$ cat config.mk
export PLATFORM = sky130hd
export DESIGN_NAME = clock_div_ctrl
export DESIGN_NICKNAME = d
export VERILOG_FILES = /design/src/rtl/clock_div_pkg.sv /design/src/rtl/mod_counter.sv /design/src/rtl/clock_div_ctrl.sv
export SDC_FILE = /design/constraint.sdc
export NUM_CORES = 1
export LEC_CHECK = 0
export CAP_MARGIN = 10
export CORE_MARGIN = 1
export CORE_UTILIZATION = 52
export DETAILED_ROUTE_END_ITERATION = 10
export PLACE_DENSITY = 0.77
export SYNTH_ARGS = -nofsm -noshare
export SYNTH_HDL_FRONTEND = slang
export SYNTH_HIERARCHICAL = 1
export SYNTH_SLANG_ARGS = --single-unit
$ cat constraint.sdc
create_clock -name clk -period 3.4 [get_ports clk]
set_input_delay 0.68 -clock clk [delete_from_list [all_inputs] [get_ports clk]]
set_output_delay 0.68 -clock clk [all_outputs]
set_load 0.02 [all_outputs]
$ cat src/rtl/clock_div_pkg.sv
// Shared types and constants for the clock divider controller.
package clock_div_pkg;

   typedef enum logic [1:0] {
      IDLE = 2'd0,
      RUN  = 2'd1,
      PEND = 2'd2
   } state_t;

   localparam int MIN_MOD         = 2;
   localparam int DEFAULT_MOD_VAL = 6;

endpackage

$ cat src/rtl/mod_counter.sv
// Modulo counter: count register, increment and terminal-count compare.
module mod_counter #(
   parameter int WIDTH = 3
) (
   input  logic             clk,
   input  logic             reset,
   input  logic             run,
   input  logic [WIDTH-1:0] mod,
   output logic [WIDTH-1:0] count,
   output logic             wrap
);

   logic [WIDTH-1:0] mod_m1;

   assign mod_m1 = mod - WIDTH'(1);
   // >= rather than == so a shrunken modulus recovers on the next edge
   assign wrap   = run && (count >= mod_m1);

   always_ff @(posedge clk or negedge reset) begin
      if (!reset) begin
         count <= '0;
      end else if (!run || wrap) begin
         count <= '0;
      end else begin
         count <= count + WIDTH'(1);
      end
   end

endmodule

$ cat src/rtl/clock_div_ctrl.sv
// Programmable clock divider with modulus handshake.
// Optional feature: define CLOCK_DIV_CTRL_PERIOD_CNT_EN to add the 8-bit period_cnt output.
module clock_div_ctrl
   import clock_div_pkg::*;
#(
   parameter int WIDTH       = 3,
   parameter int DEFAULT_MOD = clock_div_pkg::DEFAULT_MOD_VAL
) (
   input  logic             clk,
   input  logic             reset,
   input  logic             en,
   input  logic [WIDTH-1:0] mod_in,
   input  logic             mod_valid,
   output logic             mod_ready,
   output logic [WIDTH-1:0] count,
   output logic             tick,
   output logic             out,
   output logic             busy
`ifdef CLOCK_DIV_CTRL_PERIOD_CNT_EN
   ,
   output logic [7:0]       period_cnt
`endif
);

   state_t           state;
   logic [WIDTH-1:0] active_mod;
   logic [WIDTH-1:0] pend_mod;
   logic [WIDTH-1:0] mod_clamped;
   logic             xfer;
   logic             run;
   logic             wrap;

   function automatic logic [WIDTH-1:0] clamp_mod(input logic [WIDTH-1:0] m);
      return (m < WIDTH'(MIN_MOD)) ? WIDTH'(MIN_MOD) : m;
   endfunction

   assign mod_ready   = (state != PEND);
   assign busy        = (state != IDLE);
   assign xfer        = mod_valid && mod_ready;
   assign mod_clamped = clamp_mod(mod_in);
   assign run         = (state != IDLE) && en;

   mod_counter #(
      .WIDTH (WIDTH)
   ) u_mod_counter (
      .clk   (clk),
      .reset (reset),
      .run   (run),
      .mod   (active_mod),
      .count (count),
      .wrap  (wrap)
   );

   always_ff @(posedge clk or negedge reset) begin
      if (!reset) begin
         state      <= IDLE;
         active_mod <= WIDTH'(DEFAULT_MOD);
         pend_mod   <= '0;
         tick       <= 1'b0;
         out        <= 1'b0;
      end else begin
         tick <= wrap;
         out  <= out ^ wrap;
         case (state)
            IDLE: begin
               if (xfer) begin
                  active_mod <= mod_clamped;
               end
               if (en) begin
                  state <= RUN;
               end
            end
            RUN: begin
               if (!en) begin
                  state <= IDLE;
                  if (xfer) begin
                     active_mod <= mod_clamped;
                  end
               end else if (xfer) begin
                  // On the wrap edge the new modulus governs the period just starting
                  if (wrap) begin
                     active_mod <= mod_clamped;
                  end else begin
                     pend_mod <= mod_clamped;
                     state    <= PEND;
                  end
               end
            end
            PEND: begin
               if (!en) begin
                  active_mod <= pend_mod;
                  pend_mod   <= '0;
                  state      <= IDLE;
               end else if (wrap) begin
                  active_mod <= pend_mod;
                  pend_mod   <= '0;
                  state      <= RUN;
               end
            end
            default: begin
               state <= IDLE;
            end
         endcase
      end
   end

`ifdef CLOCK_DIV_CTRL_PERIOD_CNT_EN
   // Counts alongside tick (updated on the same edge that raises it)
   always_ff @(posedge clk or negedge reset) begin
      if (!reset) begin
         period_cnt <= 8'd0;
      end else if ((state != IDLE) && !en) begin
         period_cnt <= 8'd0;
      end else if (wrap) begin
         period_cnt <= period_cnt + 8'd1;
      end
   end
`endif

endmodule

* Word-level counts from Yosys, hierarchy flattened
Cells that the tools add are included.
Word-level totals: bits in registers 13, bits of input ports 7, output and inout port bits 7, logic and storage cells 56
Cells by class: $add $sub $neg 2, order comparisons 2, equality and inequality tests 11, mux-type cells 22, bitwise operators 1, reductions and logical operators 12
Operators by type and width (number):
- $mux 3 | 13
- $mux 2 | 6
- $ne 2x2->1 const B | 5
- $pmux 3 s3 | 1
- $reduce_and 4->1 | 2
- $ne 3x2->1 const B | 2
- $ne 3x3->1 const B | 2
- $pmux 2 s3 | 1
- $pmux 3 s2 | 1
- $reduce_and 5->1 | 1
- $reduce_bool 2->1 | 2
- $add 3x1->3 const B | 1
- $ge 3x3->1 | 1
- $logic_and 1x1->1 | 3
- $lt 3x2->1 const B | 1
- $reduce_bool 3->1 | 1
- $sub 3x1->3 const B | 1
- $eq 2x1->1 const B | 1
- $eq 2x2->1 const B | 1
- $logic_not 2->1 | 1
- $logic_not 1->1 | 1
- $logic_or 1x1->1 | 1
- $xor 1x1->1 | 1

* Longest topological paths before layout
Gate-level depths: netlist of run 1.
word-level depth 7, mapped depth 11, gate-level depth less buffers 11

* Cells and area by module
Netlist of run 1, hierarchy kept.
By module, submodules not included:
- clock_div_ctrl | times used 1, cells each 74, area each 674.4 um2, sequential area each 252.7 um2
- mod_counter | times used 1, cells each 23, area each 234.0 um2, sequential area each 75.1 um2

* Worst setup path after synthesis of run 1
No wires, ideal clock.
kind register -> register, start reg active_mod[1], end reg pend_mod[0], setup time 128 ps, data arrival time 2350 ps, required time 3272 ps, path slack 923 ps, stages on the path, launching flop included 12, buffers on the path 0, period minus slack after synthesis 2477 ps, path through dfstp_2 > inv_1 > ha_1 > xnor2_1 > ha_1 > a21oi_2 > o21ai_1 > and2_1 > nor2b_2 > nor3_1 > a31oi_2 > mux2_1
On the way: longest elaborated chain between the ends 5, elaborated cells between the ends (all ways) 6, classes of those cells add/sub (1); order compare (1); eq/ne (2); reduce/logical (2)
RTL lines:
- from (decl) | RTL line clock_div_ctrl.sv:26 | logic [WIDTH-1:0] active_mod;
- from (signal assigned) | RTL line clock_div_ctrl.sv:57 | active_mod <= WIDTH'(DEFAULT_MOD);
- from (signal assigned) | RTL line clock_div_ctrl.sv:67 | active_mod <= mod_clamped;
- from (signal assigned) | RTL line clock_div_ctrl.sv:77 | active_mod <= mod_clamped;
- $sub 3x1->3 (*) | RTL line mod_counter.sv:15 | assign mod_m1 = mod - WIDTH'(1);
- $ge 3x3->1 (*) | RTL line mod_counter.sv:17 | assign wrap = run && (count >= mod_m1);
- $logic_and 1x1->1 (*) | RTL line mod_counter.sv:17
- via wrap | RTL line clock_div_ctrl.sv:31 | logic wrap;
- $ne 3x2->1 (no line) or $ne 2x2->1 (tied branches)
- $reduce_and 5->1 (no line) (*)
- to (signal assigned) | RTL line clock_div_ctrl.sv:84 | pend_mod <= mod_clamped;
- to (decl) | RTL line clock_div_ctrl.sv:27 | logic [WIDTH-1:0] pend_mod;
The timed path passes the listed nets; every way through them passes the cells marked *. A chain may end at the register's enable or synchronous reset.

* Worst setup path in the final report of run 1
start reg active_mod[1], end reg pend_mod[2]
Same word-level chain as after synthesis.

==> impl_metrics.toml, run 1 <==
[place]
globalplace.congestion = 0.845
io_buffers = 13
dp_hpwl_mm = 1.31
placed_cells_incl_taps = 125

[global_routing]
first_global_vias = 700
total_grt_overflow = 0
grt_first_pass_wirelength_mm = 3.01
grtUsageTotal = 0.211
antenna_found_initial = 0
maximum_number_of_pins_on_one_net_before_global_route_repair = 14

[timing]
fin_crit_sh = 0.799
timing.max_slew.rel_slack = 0.602
maxSlewViolCount = 0
worst-slew-pin-transition_ns = 0.595
final-setup-viol-count = 0
fin_setup_tns_ns = 0
grt_setup_unrepaired = "no"
finalHoldViolCount = 0
achievable-frequency_mhz = 368
clock-skew-final_ns = 0.00155
min_period_ns = 2.72
worst_hold_slack_ns = 0.479

[route]
via_count = 731
met3WireLength_um = 109
dr.first_iter.drc_count = 21
wl_met2_um = 748
drt_drc_violations_left = 1
detail_route.wl_per_cell_um = 13.1
route.top_layer_used = "met4"
routedLengthMet1_um = 776
vias_per_cell = 5.67
detailedRoute.firstPassIterationCount = 7
postRouteAntennaNets = 0
route.final.wire_length_mm = 1.69

[floorplan]
core_area_um2 = 1580
floorplan_die_width_um = 43.8
placement_rows = 14
die-area_um2 = 1920
die_height_um = 43.8
starting_density_of_the_core = 0.576
io-pin-count = 14

[power_and_ir_drop]
switching_share = 0.443
pwr_density_cell_nw_per_um2 = 896
power.clock.fraction = 0.099
p_switching_mw = 0.429
sequentialPowerShare = 0.277
design_power_total_mw = 0.968
cellInternalPower_mw = 0.540
leakage_nw = 0.479
worst_ir_drop_vdd_mv = 0.503
comb_power_share = 0.625

[critical_path]
cp-end-kind = "flop"
worst-endpoint-arrival_ns = 2.87
cpPeakStageDelay_ns = 0.53
timing.critical_path.required_ns = 3.56
timing.setup.critical_path_class = "flop to flop"
cpMaxStageDelayCell = "sky130_fd_sc_hd__dfstp_2"
worstPathCellList = "inv_1 > ha_1 > xnor2_1 > ha_1 > a21oi_2 > o21ai_1 > and2_1 > nor2b_2 > nor3_1 > a31oi_2 > mux2_1"
critical_path_fanout_max = 8
crit_path_start_kind = "flop"
crit_top_cell = "sky130_fd_sc_hd__ha_1"
ff2ff_setup_slack_ns = 0.68

[yosys]
synthesis.yosys.warnings = 6
asyncSetResetFlopFracSynth = 1.00
post_syn_nets = 114
synth.top_cell.area_share = 0.303
postSynthCellCount = 97
synthDistinctLibCells = 34
yosys-top-cells-count = "sky130_fd_sc_hd__inv_1, sky130_fd_sc_hd__dfrtp_1, sky130_fd_sc_hd__ha_1"
ys_ff_latch = 13
combined_area_of_all_synthesized_cells_um2 = 908
yosys-top-cells-area = "sky130_fd_sc_hd__dfrtp_1, sky130_fd_sc_hd__ha_1, sky130_fd_sc_hd__dfstp_2, sky130_fd_sc_hd__inv_1, sky130_fd_sc_hd__mux2_1"
library_cell_with_the_highest_instance_count_after_synthesis = "sky130_fd_sc_hd__inv_1"
seq_area_frac_synth = 0.361
synth-edff-count = 0
synth.avg_cell_area_um2 = 9.36
dominantRegCellSynth = "sky130_fd_sc_hd__dfrtp_1"
synth_area_leader_cell = "sky130_fd_sc_hd__dfrtp_1"

[cells_and_area]
finalNetCount = 131
multi_input_area_um2 = 523
antenna_cells = 0
final_cells = 129
area.growth.synth_to_final_pct = 18.9
final-seq-area_um2 = 328
final.fill_count = 129
post_route_cells_drive_above_1_share = 0.106

[clock_network]
clock_sink_count = 13
clkLatencyLatePin_ns = 0.28
htree_num_levels = 1
cts-root-to-sink-buffers = 2
clockRootBuffer = "sky130_fd_sc_hd__clkbuf_4"
cts_inserted_buffers = 3
clk_transition_reported_paths_ns = 0.08
holdBufCountCts = 0
post_cts.resized_instances = 0
tritoncts_clock_tree = "yes"
cts_setup_buffers = 0

[hold_path]
hold_path_class = "flop to flop"

[run_status]
violations = "design-rule violations"
outcome = "finished with violations"

[job]
cap_viol_max_count = 0
-- critical path: cells and delay by family (launching register included) --
kind                       cells  cell delay [ns]
AOI/OAI and AO/OA              3             0.53
and+or+nand+nor                3             0.54
xor gates and xnor gates       1             0.13
adders and majority gates      2             0.48
muxes                          1             0.36
DFF                            1             0.53
buffers and inverters          1             0.04
-- metal layers --
metal / track usage / up-vias
li1: - / 368
met1: 0.286 / 322
met2: 0.322 / 34
met3: 0.0292 / 7
met4: 0.119 / 0
met5: 0 / -
-- state kept, by name, summed over array words and instances (netlist names) --
register             count
state                    2
u_mod_counter/count      3
tick                     1
active_mod               3
out                      1
pend_mod                 3
-- logic make-up (layout without fill, tap and decap cells) --
family | after synthesis | in the layout | synth area share
AOI/OAI and AO/OA | 24 | 24 | 0.197
xor gates and xnor gates | 3 | 3 | 0.0289
adders and majority gates | 10 | 10 | 0.138
buffers and inverters | 15 | 31 | 0.0634
DFF | 13 | 13 | 0.361
muxes | 3 | 3 | 0.0372
and+or+nand+nor | 29 | 29 | 0.175
-- worst paths after layout --
check | from | endpoint | depth (start not counted)
max | active_mod[1]$_DFFE_PN1P_ | pend_mod[2]$_DFFE_PN0P_ | 11
max in group asynchronous | reset | pend_mod[2]$_DFFE_PN0P_ | 1
min reg2reg | out$_DFF_PN0_ | out$_DFF_PN0_ | 1
min in group asynchronous | reset | u_mod_counter/count[1]$_DFF_PN0_ | 1
min | out$_DFF_PN0_ | out$_DFF_PN0_ | 1
max reg2reg | active_mod[1]$_DFFE_PN1P_ | pend_mod[2]$_DFFE_PN0P_ | 11
-- layout make-up --
cell class | instances | share of cell area
multi-input cells | 69 | 0.484
repair buffers | 13 | 0.121
inverters | 14 | 0.0487
flip-flops and latches | 13 | 0.304
well taps | 16 | 0.0185
clock buffers | 4 | 0.0243
-- layout by cell type, fill, tap and decap left out, types with 3 or more instances in the layout --
cell,n
sky130_fd_sc_hd__dfrtp_1,11
sky130_fd_sc_hd__nand2_1,7
sky130_fd_sc_hd__nand2b_1,4
sky130_fd_sc_hd__nor2_1,5
sky130_fd_sc_hd__mux2_1,3
sky130_fd_sc_hd__clkbuf_4,3
sky130_fd_sc_hd__o22ai_1,3
sky130_fd_sc_hd__inv_1,14
sky130_fd_sc_hd__ha_1,10
sky130_fd_sc_hd__o21ai_0,3
sky130_fd_sc_hd__clkdlybuf4s50_1,13
sky130_fd_sc_hd__nor2b_1,4
-- through the flow --
| stage | setup slack (ns) | util | instance area, um^2 |
|---|---|---|---|
| after floorplan | 0.923 | - | 908 |
| after global placement | 0.735 | 0.668 | 1050 |
| after detailed placement | 0.644 | 0.668 | 1050 |
| after CTS | 0.686 | 0.685 | 1080 |
| after global routing | 0.527 | 0.685 | 1080 |
| final | 0.684 | 0.685 | 1080 |
-- power by group through the flow --
stage / Sequential [mW] / Combinational, mW / Clock (mW)
2_1_floorplan: 0.284 / 0.428 / 0
3_3_place_gp: 0.268 / 0.584 / 0
3_5_place_dp: 0.271 / 0.600 / 0
4_1_cts: 0.268 / 0.607 / 0.0976
5_1_grt: 0.275 / 0.673 / 0.104
6_report: 0.268 / 0.605 / 0.0955
(Power assumes the default switching activity.)
==> inputs of run 2 (changes only) <==
- clock period: 3.4 -> 2.55 ns (I/O delays scaled with it)
==> impl_metrics.toml, run 2 (synthesis gave the netlist of run 1 again) <==
[global_routing]
first_global_vias = 700
grt_first_pass_wirelength_mm = 2.93
antenna_found_initial = 0
maximum_number_of_pins_on_one_net_before_global_route_repair = 14
grtUsageTotal = 0.215
total_grt_overflow = 0

[timing]
final-setup-viol-count = 0
worst_hold_slack_ns = 0.470
fin_setup_tns_ns = 0
min_period_ns = 2.46
worst-slew-pin-transition_ns = 0.590
clock-skew-final_ns = 0.00244
maxSlewViolCount = 0
finalHoldViolCount = 0
grt_setup_unrepaired = "yes"
fin_crit_sh = 0.965
timing.max_slew.rel_slack = 0.606
achievable-frequency_mhz = 407

[cells_and_area]
area.growth.synth_to_final_pct = 29.5
final.fill_count = 130
most-common-layout-cells = "sky130_fd_sc_hd__inv_1, sky130_fd_sc_hd__clkdlybuf4s50_1, sky130_fd_sc_hd__dfrtp_1, sky130_fd_sc_hd__ha_1, sky130_fd_sc_hd__nand2_1"
antenna_cells = 0
post_route_cells_drive_above_1_share = 0.212
finalNetCount = 136
layout_top_registers = "active_mod (3), pend_mod (3), u_mod_counter/count (3)"
final_cells = 134
design_area_um2 = 1180

[hold_path]
critical_hold_path_startpoint = "out$_DFF_PN0_"
hold-path-endpoint = "out$_DFF_PN0_"
hold_path_class = "flop to flop"
worst_hold_path_depth = 1

[floorplan]
floorplan_die_width_um = 43.8
die_height_um = 43.8
core_area_um2 = 1580
starting_density_of_the_core = 0.576
placement_rows = 14
die-area_um2 = 1920
io-pin-count = 14

[critical_path]
timing.setup.critical_path_class = "flop to flop"
worst_r2r_startpoint = "active_mod[1]$_DFFE_PN1P_"
timing.critical_path.required_ns = 2.72
ff2ff_setup_slack_ns = 0.09
cp-end-kind = "flop"
worstPathCellList = "inv_2 > ha_4 > xnor2_2 > ha_1 > a21oi_2 > o21ai_1 > and2_4 > nor2b_4 > nor3_4 > a31oi_4 > mux2_4"
cpMaxStageDelayCell = "sky130_fd_sc_hd__dfstp_2"
cpPeakStageDelay_ns = 0.54
regToRegEndpoint = "pend_mod[0]$_DFFE_PN0P_"
critical_path_fanout_max = 4
crit_path_start_kind = "flop"
worst-endpoint-arrival_ns = 2.63
reg2reg_depth = 11

[route]
detailedRoute.firstPassIterationCount = 7
dr.first_iter.drc_count = 17
route.final.wire_length_mm = 1.92
detail_route.wl_per_cell_um = 14.3
drt_drc_violations_left = 1
vias_per_cell = 5.75
via_count = 770
postRouteAntennaNets = 0

[place]
io_buffers = 13
dpl_cell_area_um2 = 1080
globalplace.congestion = 0.845
dp_hpwl_mm = 1.32
placed_cells_incl_taps = 128

[job]
cap_viol_max_count = 0

[clock_network]
cts_inserted_buffers = 3
cts-root-to-sink-buffers = 2
htree_num_levels = 1
clock_sink_count = 13
holdBufCountCts = 0
clk_transition_reported_paths_ns = 0.08
clkLatencyLatePin_ns = 0.28
tritoncts_clock_tree = "yes"
clockRootBuffer = "sky130_fd_sc_hd__clkbuf_4"

[power_and_ir_drop]
leakage_nw = 0.535
design_power_total_mw = 1.44
worst_ir_drop_vdd_mv = 0.713
pwr_density_cell_nw_per_um2 = 1220

[run_status]
violations = "design-rule violations"
outcome = "finished with violations"
[run 2: changes by cell type in the layout (fill, tap and decap cells not counted), sizes merged]
cell  before  now
buf        0    5
[run 2: critical path: cells and delay by family, from the launching register on]
kind | cells | cell delay [ns]
AO/OA/AOI/OAI | 3 | 0.46
XOR/XNOR | 1 | 0.12
adder cells (fa/ha/maj) | 2 | 0.47
buffers and inverters | 1 | 0.04
flip-flops | 1 | 0.54
multiplexers | 1 | 0.33
AND/OR/NAND/NOR | 3 | 0.39
[run 2: final cells by class]
class | count | area (um^2) | share of cell area
inverter | 14 | 52.6 | 0.0447
tap | 16 | 20.0 | 0.0170
multi-input combinational | 69 | 582 | 0.495
timing repair buffer | 18 | 168 | 0.143
sequential | 13 | 328 | 0.279
clock buffer | 4 | 26.3 | 0.0223
[run 2: layer usage]
metal,global-route usage,part of all wire,up-vias
met5,0,0,-
met4,0.113,0.020,0
met3,0.0500,0.032,5
met2,0.355,0.49,18
met1,0.258,0.46,370
li1,-,-,377
[run 2: how the worst max path moves through the flow]
stage,start,endpoint,slack [ns],cells past startpoint
2_1_floorplan,active_mod[1]$_DFFE_PN1P_,pend_mod[0]$_DFFE_PN0P_,0.07,11
3_3_place_gp,active_mod[1]$_DFFE_PN1P_,pend_mod[2]$_DFFE_PN0P_,0.05,11
3_5_place_dp,active_mod[1]$_DFFE_PN1P_,pend_mod[1]$_DFFE_PN0P_,-0.003,11
5_1_grt,active_mod[1]$_DFFE_PN1P_,pend_mod[2]$_DFFE_PN0P_,-0.03,11
6_report,active_mod[1]$_DFFE_PN1P_,pend_mod[0]$_DFFE_PN0P_,0.09,11
4_1_cts,active_mod[1]$_DFFE_PN1P_,pend_mod[1]$_DFFE_PN0P_,0.02,11
[run 2: power by group]
group	total [mW]	switching (mW)	internal [mW]
registers	0.368	0.0667	0.301
clock network	0.131	0.0697	0.0608
logic	0.940	0.499	0.442
total	1.44	0.635	0.804
[run 2: timing repair]
action / CTS / global route
setup buffers: 1 / 1
endpoints found under the hold margin: 0 / 0
setup endpoints to repair: 3 / 7
pin swaps: 1 / 4
resized for setup: 0 / 12
[run 2: through the flow]
stage / utilization / setup slack, ns
detailed placement: 0.683 / -0.00305
global route: 0.746 / -0.0305
CTS: 0.704 / 0.0152
finish: 0.746 / 0.0902
global placement: 0.683 / 0.0541
floorplan: - / 0.0729
==> inputs of run 3 (changes only) <==
- clock period: 2.55 -> 2.5 ns (I/O delays scaled with it)
==> impl_metrics.toml, run 3 (synthesis gave the netlist of run 1 again) <==
[run_status]
outcome = "finished with violations"
violations = "design-rule violations"

[clock_network]
clockRootBuffer = "sky130_fd_sc_hd__clkbuf_4"
clock_sink_count = 13
cts_inserted_buffers = 3
tritoncts_clock_tree = "yes"
clk_transition_reported_paths_ns = 0.08
cts-root-to-sink-buffers = 2
htree_num_levels = 1
holdBufCountCts = 0
clkLatencyLatePin_ns = 0.28

[critical_path]
cpMaxStageDelayCell = "sky130_fd_sc_hd__dfstp_2"
timing.critical_path.required_ns = 2.66
critical_path_fanout_max = 4
timing.critical_path.from = "active_mod[1]$_DFFE_PN1P_"
crit_top_cell = "sky130_fd_sc_hd__ha_4"
timing.setup.critical_path_class = "flop to flop"
ff2ff_setup_slack_ns = 0.05
crit_path_start_kind = "flop"
cp-end-kind = "flop"
worstPathCellList = "inv_2 > ha_4 > xnor2_4 > ha_4 > a21oi_2 > o21ai_1 > and2_4 > nor2b_4 > nor3_4 > a31oi_4 > mux2_4"
cpPeakStageDelay_ns = 0.55
worst_r2r_startpoint = "active_mod[1]$_DFFE_PN1P_"
worst-endpoint-arrival_ns = 2.62

[timing]
grt_setup_unrepaired = "yes"
fin_crit_sh = 0.982
timing.max_slew.rel_slack = 0.602
finalHoldViolCount = 0
worst-slew-pin-transition_ns = 0.595
maxSlewViolCount = 0
clock-skew-final_ns = 0.00421
fin_setup_tns_ns = 0
final-setup-viol-count = 0
achievable-frequency_mhz = 408
min_period_ns = 2.45

[cells_and_area]
antenna_cells = 0
post_route_cells_drive_above_1_share = 0.254
multi_input_area_um2 = 608
finalNetCount = 140
design_area_um2 = 1230
final-seq-area_um2 = 328
final.fill_count = 111
layout_top_registers = "active_mod (3), pend_mod (3), u_mod_counter/count (3)"
area.growth.synth_to_final_pct = 35.7
most-common-layout-cells = "sky130_fd_sc_hd__inv_1, sky130_fd_sc_hd__clkdlybuf4s50_1, sky130_fd_sc_hd__dfrtp_1, sky130_fd_sc_hd__buf_4, sky130_fd_sc_hd__ha_1"

[floorplan]
io-pin-count = 14
placement_rows = 14
die_height_um = 43.8
core_area_um2 = 1580
starting_density_of_the_core = 0.576
die-area_um2 = 1920
floorplan_die_width_um = 43.8

[route]
route.final.wire_length_mm = 1.97
drt_drc_violations_left = 1
vias_per_cell = 5.62
dr.first_iter.drc_count = 27
detail_route.wl_per_cell_um = 14.2
detailedRoute.firstPassIterationCount = 10
postRouteAntennaNets = 0
via_count = 776

[power_and_ir_drop]
leakage_nw = 0.551
worst_ir_drop_vdd_mv = 0.755
pwr_density_cell_nw_per_um2 = 1240

[global_routing]
grt.busiest_layer = "met2"
grt_first_pass_wirelength_mm = 3.23
grtUsageMet3 = 0.0250
globalRouteMet2Util = 0.355
total_grt_overflow = 0
grtUsageTotal = 0.232
antenna_found_initial = 0
met1_usage = 0.326
maximum_number_of_pins_on_one_net_before_global_route_repair = 14
first_global_vias = 715

[place]
globalplace.congestion = 0.834
io_buffers = 13
dpl_cell_area_um2 = 1080
dp_hpwl_mm = 1.32

[job]
cap_viol_max_count = 0

[hold_path]
critical_hold_path_startpoint = "out$_DFF_PN0_"
hold_path_class = "flop to flop"
run 3: cell types whose count changed in the layout (fill, tap and decap cells not counted):
cell,change
sky130_fd_sc_hd__buf_4,+4
sky130_fd_sc_hd__ha_1,-1
sky130_fd_sc_hd__ha_4,+1
sky130_fd_sc_hd__nand2_1,-1
sky130_fd_sc_hd__nand2_2,+1
sky130_fd_sc_hd__xnor2_2,-1
sky130_fd_sc_hd__xnor2_4,+1
run 3: repair_timing:
| action | CTS | global route |
|---|---|---|
| resized for setup | 7 | 8 |
| hold endpoints to repair | 0 | 0 |
| setup endpoints to repair | 3 | 7 |
| buffers inserted | 4 | 1 |
| pin swaps | 3 | 5 |
run 3: layout make-up:
class / count / share of cell area
clock buffers: 4 / 0.0213
inverters: 14 / 0.0426
multi-input cells: 69 / 0.493
flip-flops and latches: 13 / 0.266
well taps: 16 / 0.0162
repair buffers: 22 / 0.160
run 3: worst max-delay path: cells and delay by family, from the launching register on:
family                   cells  cell delay [ns]
flip-flops                   1             0.55
XOR/XNOR                     1             0.17
multiplexers                 1             0.34
adder cells (fa/ha/maj)      2             0.39
AND/OR/NAND/NOR              3             0.40
buffers and inverters        1             0.05
AO/OA/AOI/OAI                3             0.46
run 3: per-stage QoR:
step           total power, mW  std cells  worst slack (ns)  utilization  hold slack [ns]
6_report                  1.53        138            0.0462        0.782            0.470
2_1_floorplan            0.969         97            0.0229            -            0.204
5_1_grt                   1.65        138           -0.0470        0.782            0.491
4_1_cts                   1.39        137            0.0409        0.744            0.472
3_3_place_gp              1.17        129            0.0266        0.687            0.451
3_5_place_dp              1.20        129           -0.0338        0.687            0.462
run 3: per-layer routing:
layer  vias to the layer above  share of wire  routed length [um]
li1                        384              -                   -
met1                       368           0.46                 905
met2                        19           0.49                 962
met3                         5          0.028                  56
met4                         0          0.020                  40
met5                         -              0                   0
run 3: path summary, 6_finish.rpt:
check	end	depth (start not counted)
setup / recovery	pend_mod[1]$_DFFE_PN0P_	11
hold / removal	out$_DFF_PN0_	1
setup reg to reg	pend_mod[1]$_DFFE_PN0P_	11
hold reg to reg	out$_DFF_PN0_	1
max in group asynchronous	state[0]$_DFFE_PN0P_	1
min in group asynchronous	active_mod[0]$_DFFE_PN0P_	1
run 3: report_power, final:
part           internal (mW)  switching [mW]
Sequential             0.308          0.0716
Combinational          0.500           0.526
Clock                 0.0619          0.0659
Total                  0.870           0.664
==> edit 1 (flow settings as in run 1) <==
The 3 states of `state_t` get a one-hot encoding in 3 bits.
--- a/src/rtl/clock_div_pkg.sv
+++ b/src/rtl/clock_div_pkg.sv
@@ -1,10 +1,10 @@
 // Shared types and constants for the clock divider controller.
 package clock_div_pkg;
 
-   typedef enum logic [1:0] {
-      IDLE = 2'd0,
-      RUN  = 2'd1,
-      PEND = 2'd2
+   typedef enum logic [2:0] {
+      IDLE = 3'b001,
+      RUN  = 3'b010,
+      PEND = 3'b100
    } state_t;
 
    localparam int MIN_MOD         = 2;
Formal check against the unedited RTL: same outputs for any inputs over 10 cycles, from zero or initial values and one cycle with reset low; not proved beyond that.
==> edit 1 against run 1 <==
The flow still finishes with violations (design-rule violations). Wire length decreased by 4.0%. Worst setup slack lost 220 ps. Global-route usage down 1.2 points. Power decreased by 24%. Design area is 0.35% lower. Sequential share of layout area grew 2.5 points. Synthesized area is 1.5% lower. Count of clock-buffer cells in the layout unchanged. Clock power increased by 23%. Sequential cell count rose by 1. Combinational power decreased by 44%. Critical path type unchanged. Largest cell class unchanged. Highest routed layer unchanged.
==> edit 1: results (changes against run 1) <==
| Metric | Value |
|---|---|
| Outcome | finished, violations left (unchanged) |
| Failing checks | design-rule violations (unchanged) |
| Unique masters post-synth | 35 (was 34) |
| CTS resizes | 0 (unchanged) |
| WL final | 1620 um (was 1690 um) |
| Largest net degree at the start of global routing | 15 (was 14) |
| HPWL after DPL | 1240 um (was 1310 um) |
| Worst-margin pin slew | 633 ps (was 595 ps) |
| Routability cong. | 0.826 (was 0.845) |
| Clock Skew | 3.74 ps (was 1.55 ps) |
| Worst-path fanout max | 7 (was 8) |
| R2R Setup Slk | 470 ps (was 680 ps) |
| ANT cells | 0 (unchanged) |
| Global-route total usage across every layer | 19.9% (was 21.1%) |
| First-pass GRT wire length | 2730 um (was 3010 um) |
| Top post-synthesis cells by area | dfrtp_1 (31%), dfstp_2 (8.8%), ha_1 (7.0%), mux2_2 (5.0%), a22oi_1 (4.2%) (was dfrtp_1 (30%), ha_1 (14%), dfstp_2 (5.8%), inv_1 (5.8%), mux2_1 (3.7%)) |
| Pleak | 0.480 nW (was 0.479 nW) |
| Cell-internal power | 0.472 mW (was 0.540 mW) |
| Combinational Power Share | 46.1% (was 62.5%) |
| Sequential share of the synthesized area | 39.6% (was 36.1%) |
| Vias in the first global route | 611 (was 700) |
| Worst EP required | 3560 ps (about the same) |
| Post-synth top cells | dfrtp_1 (11), inv_1 (9) (was inv_1 (14), dfrtp_1 (11), ha_1 (10)) |
| Initial DRC Count | 22 (was 21) |
| Via Count | 682 (was 731) |
| Fin nets | 116 (was 131) |
| CTS max path bufs | 2 (unchanged) |
| Critical Path AT | 3090 ps (was 2870 ps) |
| Post-CTS Setup Bufs | 0 (unchanged) |
| Drt drc | 2 (was 1) |
| Synth top area share | 30.8% (was 30.3%) |
| Worst r2r dst | pend_mod[0] (was pend_mod[2]) |
| Layout cells sized above 1 | 20.4% (was 10.6%) |
| Mapped Nets | 99 (was 114) |
| Worst VDD drop | 0.579 mV (was 0.503 mV) |
| Worst setup path end | pend_mod[0] (was pend_mod[2]) |
[edit 1: cell families (layout without fill, tap and decap cells)]
group,count (synthesis),in the layout,share of synthesized area [%]
fa+ha+maj,5,5,6.99
mux,6,6,7.27
flops,14,14,39.6
simple gates,27,27,20.7
buf+inv,11,27,4.75
xor+xnor,4,4,3.92
compound gates,20,20,16.8
[edit 1: worst min path at each step]
stage                          to  depth (start not counted)  startpoint  slack (ps)
finish                        out                          1         out         470
global route                  out                          1         out         510
CTS                           out                          1         out         470
detailed placement            out                          1         out         460
global placement              out                          1         out         460
floorplan           active_mod[0]                          0       reset         380
[edit 1: area by class of cell]
type	instances	area, um2
Multi-Input combinational cell	62	498
Fill cell	115	483
Sequential cell	14	354
Timing Repair Buffer	13	130
Inverter	10	37.5
Clock buffer	4	36.3
Tap cell	16	20.0
[edit 1: metal layers]
layer	part of all wire (%)	vias up	global-route usage, %
met5	0	-	0
met4	0.99	0	7.50
met3	6.2	2	3.75
met2	47	24	30.6
met1	46	320	28.1
li1	-	336	-
[edit 1: power by group through the flow]
stage,Clock [mW],Sequential (mW),Combinational (mW)
CTS,0.123,0.281,0.343
finish,0.117,0.280,0.340
global route,0.130,0.291,0.375
floorplan,0,0.289,0.232
detailed placement,0,0.284,0.336
global placement,0,0.283,0.330
[edit 1: per-stage QoR]
step	total power, mW	setup slack [ps]	util, %	cells	instance area (um2)
finish	0.737	468	69.0	119	1080
global route	0.796	273	69.0	119	1080
CTS	0.746	458	69.0	119	1080
detailed placement	0.620	466	66.7	115	1040
global placement	0.613	523	66.7	115	1040
floorplan	0.521	631	-	87	895
==> edit 2 (config.mk and constraints of run 1) <==
Made on the original files. Add a define of `CLOCK_DIV_CTRL_PERIOD_CNT_EN`.
--- a/src/rtl/clock_div_ctrl.sv
+++ b/src/rtl/clock_div_ctrl.sv
@@ -1,5 +1,7 @@
 // Programmable clock divider with modulus handshake.
 // Optional feature: define CLOCK_DIV_CTRL_PERIOD_CNT_EN to add the 8-bit period_cnt output.
+`define CLOCK_DIV_CTRL_PERIOD_CNT_EN
+
 module clock_div_ctrl
    import clock_div_pkg::*;
 #(
Check against the original RTL (old outputs only; new: period_cnt): equivalent (equiv_simple and equiv_induct, registers matched by name and starting in step).
==> edit 2 against run 1 <==
The run now ends clean. Synthesized area grew 41%. Die area grew 39%. Core utilization shrank 0.21 points. Hold slack gained 2.3 ps. Wire length grew 33%. Power grew 22%. Worst setup slack lost 140 ps. Sequential cell count grew 8. Design area grew 44%. Non-clock buffer count grew 10. First-iteration DRC count shrank 19%. Count of clock-buffer cells in the layout shrank 1. Sequential share of layout area grew 3.6 points.
==> edit 2: results (changes against run 1) <==
| Metric | Value |
|---|---|
| Outcome | finished clean (was finished, violations left) |
| Routed met1 length | 1090 um (was 776 um) |
| Syn_area_per_cell | 10.5 um2 (was 9.36 um2) |
| Layout cells sized above 1 | 16.4% (was 10.6%) |
| Mapped Nets | 140 (was 114) |
| Critical Path AT | 3050 ps (was 2870 ps) |
| Clock Skew | 4.85 ps (was 1.55 ps) |
| Number of non-clock inverters | 12 (was 14) |
| Buffering overhead | 14.5% (was 12.1%) |
| Met2 Use GR | 32.7% (was 32.2%) |
| Met2 routed WL | 1040 um (was 748 um) |
| Post-Synthesis Cells | 122 (was 97) |
| Sequential share of the synthesized area | 41.2% (was 36.1%) |
| Vias in the first global route | 929 (was 700) |
| Routing usage on met1 | 27.3% (was 28.6%) |
| Pleak | 0.712 nW (was 0.479 nW) |
| First-pass GRT wire length | 4080 um (was 3010 um) |
| Clock network area share | 1.77% (was 2.43%) |
| Seq cells | 21 (was 13) |
| HPWL after DPL | 1740 um (was 1310 um) |
| Worst-path fanout max | 3 (was 8) |
| Final std cell area, no fill | 0.00155 mm2 (was 0.00108 mm2) |
| Wire per inst | 12.9 um (was 13.1 um) |
| R2R Setup Slk | 540 ps (was 680 ps) |
| Initial Util | 56.3% (was 57.6%) |
| Final cell count without fillers | 174 (was 129) |
| Placed cells | 170 (was 125) |
| Filler Cells Inserted | 176 (was 129) |
| Drt pass-1 iters | 4 (was 7) |
| Seq area share | 34.0% (was 30.4%) |
| Worst hold margin | 481 ps (was 479 ps) |
| Pre-CTS setup slack | 560 ps (was 644 ps) |
| Unique masters post-synth | 42 (was 34) |
| Initial DRC Count | 17 (was 21) |
| Non-clk bufs | 23 (was 13) |
| Post-synth top cells | dfrtp_1 (19), inv_1 (12), nor2_1 (12) (was inv_1 (14), dfrtp_1 (11), ha_1 (10)) |
| Worst VDD drop | 0.551 mV (was 0.503 mV) |
| Vias/cell | 5.32 (was 5.67) |
| Clk slew on worst S/H paths | 120 ps (was 80 ps) |
| Max-slew headroom | 41.6% (was 60.2%) |
| Max incr delay on CP | 550 ps (was 530 ps) |
edit 2: changes by cell type in the layout (fill, tap and decap cells not counted), sizes merged, moves of 3 or more:
cell and change:
clkdlybuf4s50 +8, dfrtp +8, nor2 +8, nor2b -3
xor2 +6
edit 2: worst max path at each step:
stage          depth (start not counted)          start       end  slack [ps]
6_report                              11  active_mod[1]  state[0]         540
3_3_place_gp                          11  active_mod[1]  state[0]         640
4_1_cts                               11  active_mod[1]  state[0]         530
5_1_grt                               11  active_mod[1]  state[0]         380
3_5_place_dp                          11  active_mod[1]  state[0]         560
2_1_floorplan                         11  active_mod[1]  state[0]         720
edit 2: kinds of logic after synthesis:
family	share of synthesized area [%]
AOI/OAI and AO/OA	13.5
xor gates and xnor gates	6.83
adders and majority gates	10.7
buffers and inverters	4.78
DFF	41.2
muxes	5.17
and+or+nand+nor	17.9
edit 2: power by group:
group	internal, mW	switching, mW	leakage (nW)
Combinational	0.311	0.370	0.421
Sequential	0.327	0.0515	0.273
Clock	0.0439	0.0771	0.0177
